<file path="src/rtl/alu_multiword_seq.sv">
// rtl/alu_multiword_seq.sv - drives an n-bit combinational ALU one word at a time for W = n*K-bit operations
// Arithmetic modes are folded onto ALU addition with carry chaining; bitwise modes pass straight through.
module alu_multiword_seq #(
    parameter int n = 4,
    parameter int K = 4
) (
    input  logic           clk,
    input  logic           rst_n,
    input  logic           start,
    input  logic [2:0]     Mode,
    input  logic [n*K-1:0] A_in,
    input  logic [n*K-1:0] B_in,
    input  logic           CB_in,
    output logic           busy,
    output logic           done,
    output logic [n*K-1:0] Result_out,
    output logic           CB_final,
    output logic [n-1:0]   alu_A,
    output logic [n-1:0]   alu_B,
    output logic           alu_CB_in,
    output logic [2:0]     alu_Mode,
    input  logic [n-1:0]   alu_Result,
    input  logic           alu_CB_out
);
    localparam int W    = n * K;
    localparam int IDXW = (K > 1) ? $clog2(K) : 1;
    localparam logic [IDXW-1:0] LAST_IDX = IDXW'(K - 1);

    localparam logic [2:0] M_ADD = 3'b000;
    localparam logic [2:0] M_SUB = 3'b001;
    localparam logic [2:0] M_INC = 3'b110;
    localparam logic [2:0] M_DEC = 3'b111;

    typedef enum logic [1:0] {IDLE, RUN, DONE} state_t;

    state_t          state;
    state_t          state_nxt;
    logic [IDXW-1:0] idx;
    logic [W-1:0]    a_reg;
    logic [W-1:0]    b_reg;
    logic [2:0]      mode_reg;
    logic            carry;
    logic            accept;
    logic            last;
    logic            arith;
    logic            invert_cb;
    logic            init_carry;
    logic [n-1:0]    a_word;
    logic [n-1:0]    b_word;

    always_ff @(posedge clk or negedge rst_n) begin
        if (!rst_n) begin
            state <= IDLE;
        end else begin
            state <= state_nxt;
        end
    end

    always_comb begin
        state_nxt = state;
        busy      = 1'b0;
        done      = 1'b0;
        accept    = 1'b0;
        case (state)
            IDLE: begin
                if (start) begin
                    state_nxt = RUN;
                    accept    = 1'b1;
                end
            end
            RUN: begin
                busy = 1'b1;
                if (idx == LAST_IDX) begin
                    state_nxt = DONE;
                end
            end
            DONE: begin
                busy      = 1'b1;
                done      = 1'b1;
                state_nxt = IDLE;
            end
            default: state_nxt = IDLE;
        endcase
    end

    assign last      = (state == RUN) && (idx == LAST_IDX);
    assign arith     = (mode_reg == M_ADD) || (mode_reg == M_SUB) ||
                       (mode_reg == M_INC) || (mode_reg == M_DEC);
    // Subtract and decrement run as additions, so their carry out is an inverted borrow.
    assign invert_cb = (mode_reg == M_SUB) || (mode_reg == M_DEC);
    assign a_word    = a_reg[int'(idx) * n +: n];
    assign b_word    = b_reg[int'(idx) * n +: n];

    always_comb begin
        init_carry = 1'b0;
        case (Mode)
            M_ADD:   init_carry = CB_in;
            M_SUB:   init_carry = ~CB_in;
            M_INC:   init_carry = 1'b1;
            default: init_carry = 1'b0;
        endcase
    end

    always_comb begin
        alu_A     = '0;
        alu_B     = '0;
        alu_CB_in = 1'b0;
        alu_Mode  = M_ADD;
        if (state == RUN) begin
            alu_A = a_word;
            case (mode_reg)
                M_ADD: begin
                    alu_B     = b_word;
                    alu_CB_in = carry;
                end
                M_SUB: begin
                    alu_B     = ~b_word;
                    alu_CB_in = carry;
                end
                M_INC: begin
                    alu_B     = '0;
                    alu_CB_in = carry;
                end
                M_DEC: begin
                    alu_B     = '1;
                    alu_CB_in = carry;
                end
                default: begin
                    alu_B    = b_word;
                    alu_Mode = mode_reg;
                end
            endcase
        end
    end

    always_ff @(posedge clk or negedge rst_n) begin
        if (!rst_n) begin
            idx        <= '0;
            carry      <= 1'b0;
            a_reg      <= '0;
            b_reg      <= '0;
            mode_reg   <= M_ADD;
            Result_out <= '0;
            CB_final   <= 1'b0;
        end else if (accept) begin
            a_reg    <= A_in;
            b_reg    <= B_in;
            mode_reg <= Mode;
            idx      <= '0;
            carry    <= init_carry;
        end else if (state == RUN) begin
            Result_out[int'(idx) * n +: n] <= alu_Result;
            carry <= alu_CB_out;
            idx   <= last ? '0 : idx + IDXW'(1);
            if (last) begin
                CB_final <= arith & (alu_CB_out ^ invert_cb);
            end
        end
    end
endmodule

</file>
<file path="config.mk">
export PLATFORM = sky130hd
export DESIGN_NAME = alu_multiword_seq
export DESIGN_NICKNAME = d
export VERILOG_FILES = /design/src/rtl/alu_multiword_seq.sv
export SDC_FILE = /design/constraint.sdc
export NUM_CORES = 1
export LEC_CHECK = 0
export ABC_AREA = 1
export ABC_CLOCK_PERIOD_IN_PS = 2400
export CAP_MARGIN = 5
export CORE_ASPECT_RATIO = 1.75
export CORE_MARGIN = 3
export CORE_UTILIZATION = 35
export DETAILED_ROUTE_END_ITERATION = 8
export PLACE_DENSITY = 0.67
export SLEW_MARGIN = 30
export SYNTH_ARGS = -nofsm -noshare
export SYNTH_HDL_FRONTEND = slang
export SYNTH_SLANG_ARGS = --single-unit
</file>
<file path="constraint.sdc">
create_clock -name clk -period 2.4 [get_ports clk]
set_input_delay 0.48 -clock clk [delete_from_list [all_inputs] [get_ports clk]]
set_output_delay 0.48 -clock clk [all_outputs]
set_load 0.05 [all_outputs]
</file>
==> run_results.csv, run 1 <==
group,metric,value,unit
finish,layout-drive-gt1-share,0.106,
yosys,yosysWarningCount,0,
yosys,synth_seq_cells,57,
yosys,syn_nets,431,
cts,clk_pin_slew,50,ps
setup_path,worst_ep_required_time,1920,ps
cts,cts_tree,"built",
sta,tightest_slew,726,ps
setup_path,cp-end-kind,"primary output",
power_and_ir_drop,p_per_area,1580,nW/um^2
cts,clk_latency,330,ps
floorplanning,die_h,125,um
sta,rsz0062_at_grt,"false",
finish,diodes,0,
sta,drv_slew,0,
cts,cts.path.max_buffers,2,
grt,track_usage,0.181,
sta,setup_slack,148,ps
setup_path,critPathMaxFanout,4,
yosys,avgSynthCellArea,7.50,um^2
sta,setup_viol_count_final,0,
yosys,ys.flop_type,"dfrtp_1",
route,routed_wl,7.73,mm
placed_design,hpwl,5.64,mm
route,via_per_inst,4.93,
grt,grt_max_degree,58,
yosys,netlist_instances,378,
grt,overflow,0,
yosys,yosys.area.top_type,"dfrtp_1",
sta,skew,10.1,ps
setup_path,path_cells,"inv_1 -> ha_1 -> clkdlybuf4s50_1",
setup_path,cp-start-kind,"flip-flop",
yosys,yosysSeqAreaShare,0.503,
sta,period_minus_slack,2250,ps
setup_path,path_delay_family,"buffers and inverters",
yosys,syn_area,2840,um^2
floorplanning,start_util,0.367,
yosys,synthArstFlopShare,1.00,
route,ant_nets,0,
cts,cts.sinks,57,
floorplanning,dieArea,9260,um^2
cts,numCtsBuffers,9,
status,outcome,"completed",
power_and_ir_drop,power.leakage,2.04,nW
cts,cts_max_level,3,
setup_path,cpPeakStageDelay,790,ps
finish,fin_nets,510,
floorplanning,io_pins,75,
yosys,synthDistinctLibCells,20,
route,vias,2714,
sta,period_share,0.938,
sta,max_freq,444,MHz
setup_path,critPathSlowestCell,"clkdlybuf4s50_1",
placed_design,io_buffer_count,74,
grt,antenna_found_initial,0,
floorplanning,num_rows,42,
route,drt_pass1_iterations,4,
finish,fillers,726,
route,drc,0,
finish,syn_to_final_growth,45.3,%
setup_path,crit_type,"flip-flop to primary output",
route,wl_per_cell,14.1,um
yosys,netlist.area_leader.share,0.503,
grt,grt_pass1_vias,2737,
grt,grt_pass1_wl,12.9,mm
cts,ctsHoldBuffers,0,
yosys,yosysMostFrequentCell,"nand2_1",
yosys,yosys-top-cells-area,"dfrtp_1, nand2_1, o21ai_0",
setup_path,path_buf_inv,2,
flow_run,cap_violations,0,
power_and_ir_drop,irDropWorstVdd,0.601,mV
hold_path,hold_class,"primary input to async pin",
floorplanning,coreArea,7720,um^2
sta,fin_setup_tns,0,ps
yosys,synth_enable_flop_cells,0,
yosys,synth_common_cells,"nand2_1, dfrtp_1, nor2_1",
cts,root_buffer,"clkbuf_16",
setup_path,critPathArrivalTime,1770,ps
placed_design,post-place-ws,417,ps
sta,slew_headroom,0.516,
sta,finalHoldViolCount,0,
route,drt_iter0_drc,166,
placed_design,gp_congestion,0.857,
floorplanning,die_w,74.1,um
-- worst paths after layout --
check | cells past startpoint | from | slack, ps | end
setup reg to reg | 5 | idx[1] | 710 | Result_out[0]
min in group clk | 2 | b_reg[2] | 470 | b_reg[2]
setup / recovery | 3 | state[0] | 150 | done
max in group asynchronous | 2 | rst_n | 1620 | b_reg[12]
hold reg to reg | 2 | b_reg[2] | 470 | b_reg[2]
hold / removal | 2 | rst_n | 300 | Result_out[7]
-- layout by cell type (no fill, tap or decap) --
cell	Yosys	layout
nand2_1	175	175
clkdlybuf4s50_1	0	60
dfrtp_1	57	57
nor2_1	33	29
o21ai_0	29	29
inv_1	20	20
nand3_1	17	17
buf_12	0	12
clkbuf_16	0	9
buf_4	2	9
a21oi_1	8	8
ha_1	9	8
o21ai_1	4	4
nor2_2	0	4
clkinv_2	0	3
nor3_1	3	2
nand4_1	2	2
clkinvlp_4	0	2
inv_2	2	1
a31oi_4	0	1
nor3_4	0	1
nand3_2	1	1
xor2_1	1	1
nand2_2	1	1
o21ai_2	1	1
ha_2	0	1
clkbuf_8	0	1
bufinv_16	0	1
clkbuf_1	4	1
buf_2	8	1
-- report_power, final --
group / internal, W / switching (W) / total (W)
combinational: 0.00127 / 0.00229 / 0.00356
sequential: 0.00141 / 0.000265 / 0.00168
clock: 0.000826 / 0.000430 / 0.00126
total: 0.00351 / 0.00298 / 0.00649
-- per-layer routing --
metal  GRT usage  routed length, um  vias up
met4       0.104                306        0
met3      0.0345                367       24
met2       0.314               4290       92
li1            -                  -     1348
met5           0                  0        -
met1       0.197               2770     1250
-- repair_timing --
| item | 4_1_cts | 5_1_grt |
|---|---|---|
| endpoints found under the setup margin | 0 | 5 |
| buffers inserted | 0 | 0 |
| resized for setup | 0 | 8 |
-- stage by stage --
stage	cells	power, W	area [um^2]	hold slack, ps	utilization
final	550	0.00649	4120	297	0.534
after global routing	550	0.00697	4120	372	0.534
after CTS	550	0.00648	4090	317	0.530
after detailed placement	534	0.00519	3790	462	0.491
after global placement	534	0.00512	3790	457	0.491
after floorplan	378	0.00389	2840	184	-
-- final cells by class --
cell class / instances / area (um^2) / area share
multi-input cells: 285 / 1290 / 0.313
clock inverters: 5 / 55.1 / 0.0134
inverters: 22 / 83.8 / 0.0203
flip-flops and latches: 57 / 1430 / 0.346
repair buffers: 82 / 913 / 0.222
clock buffers: 11 / 243 / 0.0589
well taps: 88 / 110 / 0.0267
-- cell families (layout without fill, tap and decap cells) --
group,after synthesis,count (layout),synth area share
xor+xnor,1,1,0.00309
buf+inv,36,120,0.0538
compound gates,43,43,0.0798
fa+ha+maj,9,9,0.0397
flops,57,57,0.503
simple gates,232,232,0.321
-- worst reg2reg max path: stages, from the launching register on --
cell and delay (ps):
dfrtp_1 380, inv_1 390, ha_1 400, inv_1 150, nand3_2 140, o21ai_1 150
No activity file was read; power rests on OpenSTA's default activity.
==> run 2, diff against run 1 <==
CELL_PAD_IN_SITES_DETAIL_PLACEMENT = 0   (was default)
CELL_PAD_IN_SITES_GLOBAL_PLACEMENT = 1   (was default)
PLACE_DENSITY = 0.87   (was 0.67)
==> run 2 against run 1 <==
Net effect: cell area increased by 0.12%; sequential share of layout area about the same; clock power about the same.
==> run_results.csv, run 2 (synthesized netlist as in run 1, its figures left out) <==
group,metric,value,unit
status,outcome,"completed",
sta,skew,6.33,ps
setup_path,path_cells,"inv_1 -> ha_1 -> clkdlybuf4s50_1",
finish,fillers,748,
placed_design,gp_congestion,0.858,
grt,grt_pass1_vias,2788,
cts,cts.path.max_buffers,2,
power_and_ir_drop,clockPowerShare,0.200,
placed_design,io_buffer_count,74,
route,wl_per_cell,13.4,um
floorplanning,coreArea,7720,um^2
finish,fin_util,0.534,
finish,fin_nets,510,
route,vias,2690,
setup_path,critPathSlowestCell,"clkdlybuf4s50_1",
sta,slew_headroom,0.614,
power_and_ir_drop,p_int,0.00356,W
cts,cts.sinks,57,
finish,diodes,0,
route,drc,0,
power_and_ir_drop,p_per_area,1560,nW/um^2
sta,period_minus_slack,2300,ps
floorplanning,dieArea,9260,um^2
power_and_ir_drop,seqPwrFrac,0.261,
floorplanning,die_h,125,um
cts,clk_pin_slew,50,ps
sta,finalHoldViolCount,0,
setup_path,crit_type,"flip-flop to primary output",
floorplanning,io_pins,75,
sta,fin_hold_ws,150,ps
finish,final_common_cell,"nand2_1",
finish,stdcell_count,550,
setup_path,critPathMaxFanout,4,
sta,setup_viol_count_final,0,
grt,grt_pass1_wl,12.6,mm
grt,track_usage,0.176,
power_and_ir_drop,p_comb_frac,0.539,
power_and_ir_drop,switching_share,0.449,
placed_design,dp_cells,534,
setup_path,r2r_cells,5,
route,drt_iter0_drc,133,
setup_path,cp-end-kind,"primary output",
hold_path,hold_class,"primary input to async pin",
flow_run,cap_violations,0,
route,via_per_inst,4.89,
power_and_ir_drop,power.leakage,2.05,nW
grt,grt_max_degree,34,
finish,mostFrequentLayoutCells,"nand2_1, clkdlybuf4s50_1, dfrtp_1",
cts,cts_tree,"built",
setup_path,critPathArrivalTime,1820,ps
cts,root_buffer,"clkbuf_16",
finish,layout-drive-gt1-share,0.0931,
power_and_ir_drop,power,0.00645,W
finish,syn_to_final_growth,45.5,%
placed_design,hpwl,5.66,mm
power_and_ir_drop,irDropWorstVdd,0.594,mV
cts,clk_latency,330,ps
floorplanning,num_rows,42,
setup_path,cp-start-kind,"flip-flop",
setup_path,reg2reg_to,"Result_out[2]",
cts,numCtsBuffers,9,
setup_path,worst-r2r-setup-slack,740,ps
sta,max_freq,436,MHz
cts,ctsHoldBuffers,0,
setup_path,worst_ep_required_time,1920,ps
grt,antenna_found_initial,0,
floorplanning,start_util,0.367,
sta,period_share,0.956,
sta,fin_setup_tns,0,ps
setup_path,reg2reg_from,"idx[1]",
power_and_ir_drop,switching_power,0.00290,W
cts,cts_max_level,3,
route,ant_nets,0,
floorplanning,die_w,74.1,um
grt,overflow,0,
route,drt_pass1_iterations,4,
setup_path,critPathLaunch,"state[0]",
setup_path,cpPeakStageDelay,800,ps
sta,drv_slew,0,
route,routed_wl,7.38,mm
sta,tightest_slew,578,ps
run 2: cell count changes in the layout (fill, tap and decap cells not counted), moves of 2 or more:
cell and change:
clkbuf_8 +2, clkinvlp_4 -2, nor2_2 -4, nor2_1 +4
run 2: timing repair:
action,CTS,global route
gates resized for setup,0,2
hold endpoints to repair,0,0
buffers inserted,0,0
endpoints found under the setup margin,0,4
run 2: cell type report:
type	instances	area, um^2	share of cell area
clock buffer	14	274	0.0664
clock inverter	2	35.0	0.00849
inverter	22	83.8	0.0203
multi-input combinational	285	1270	0.308
sequential	57	1430	0.346
tap	88	110	0.0267
timing repair buffer	82	926	0.224
run 2: per-stage QoR:
stage               setup slack (ps)  area (um^2)
floorplan                       -165         2840
global placement                 460         3810
CTS                             76.8         4120
finish                           105         4130
global route                   -8.10         4130
detailed placement               423         3810
run 2: worst max-delay path by stage:
stage / cells after the start / endpoint
final: 3 / done
after global routing: 7 / alu_B[1]
after CTS: 3 / done
after detailed placement: 3 / done
after global placement: 3 / done
after floorplan: 5 / alu_Mode[1]
run 2: power by group through the flow:
stage               registers (W)  clock network (W)  logic, W
floorplan                 0.00209                  0   0.00180
global placement          0.00167                  0   0.00344
detailed placement        0.00169                  0   0.00350
CTS                       0.00168            0.00132   0.00351
global route              0.00174            0.00137   0.00381
finish                    0.00168            0.00129   0.00348
run 2: worst max-delay path, delay by kind of cell (launching register included):
family / cells / cell delay, ps
buf+inv: 2 / 930
flops: 1 / 380
fa+ha+maj: 1 / 180
run 2: metal layers:
layer | share of wire | vias up | track usage
met4 | 0.031 | 0 | 0.0800
met2 | 0.54 | 75 | 0.311
met5 | 0 | - | 0
met3 | 0.055 | 16 | 0.0522
li1 | - | 1345 | -
met1 | 0.37 | 1254 | 0.183
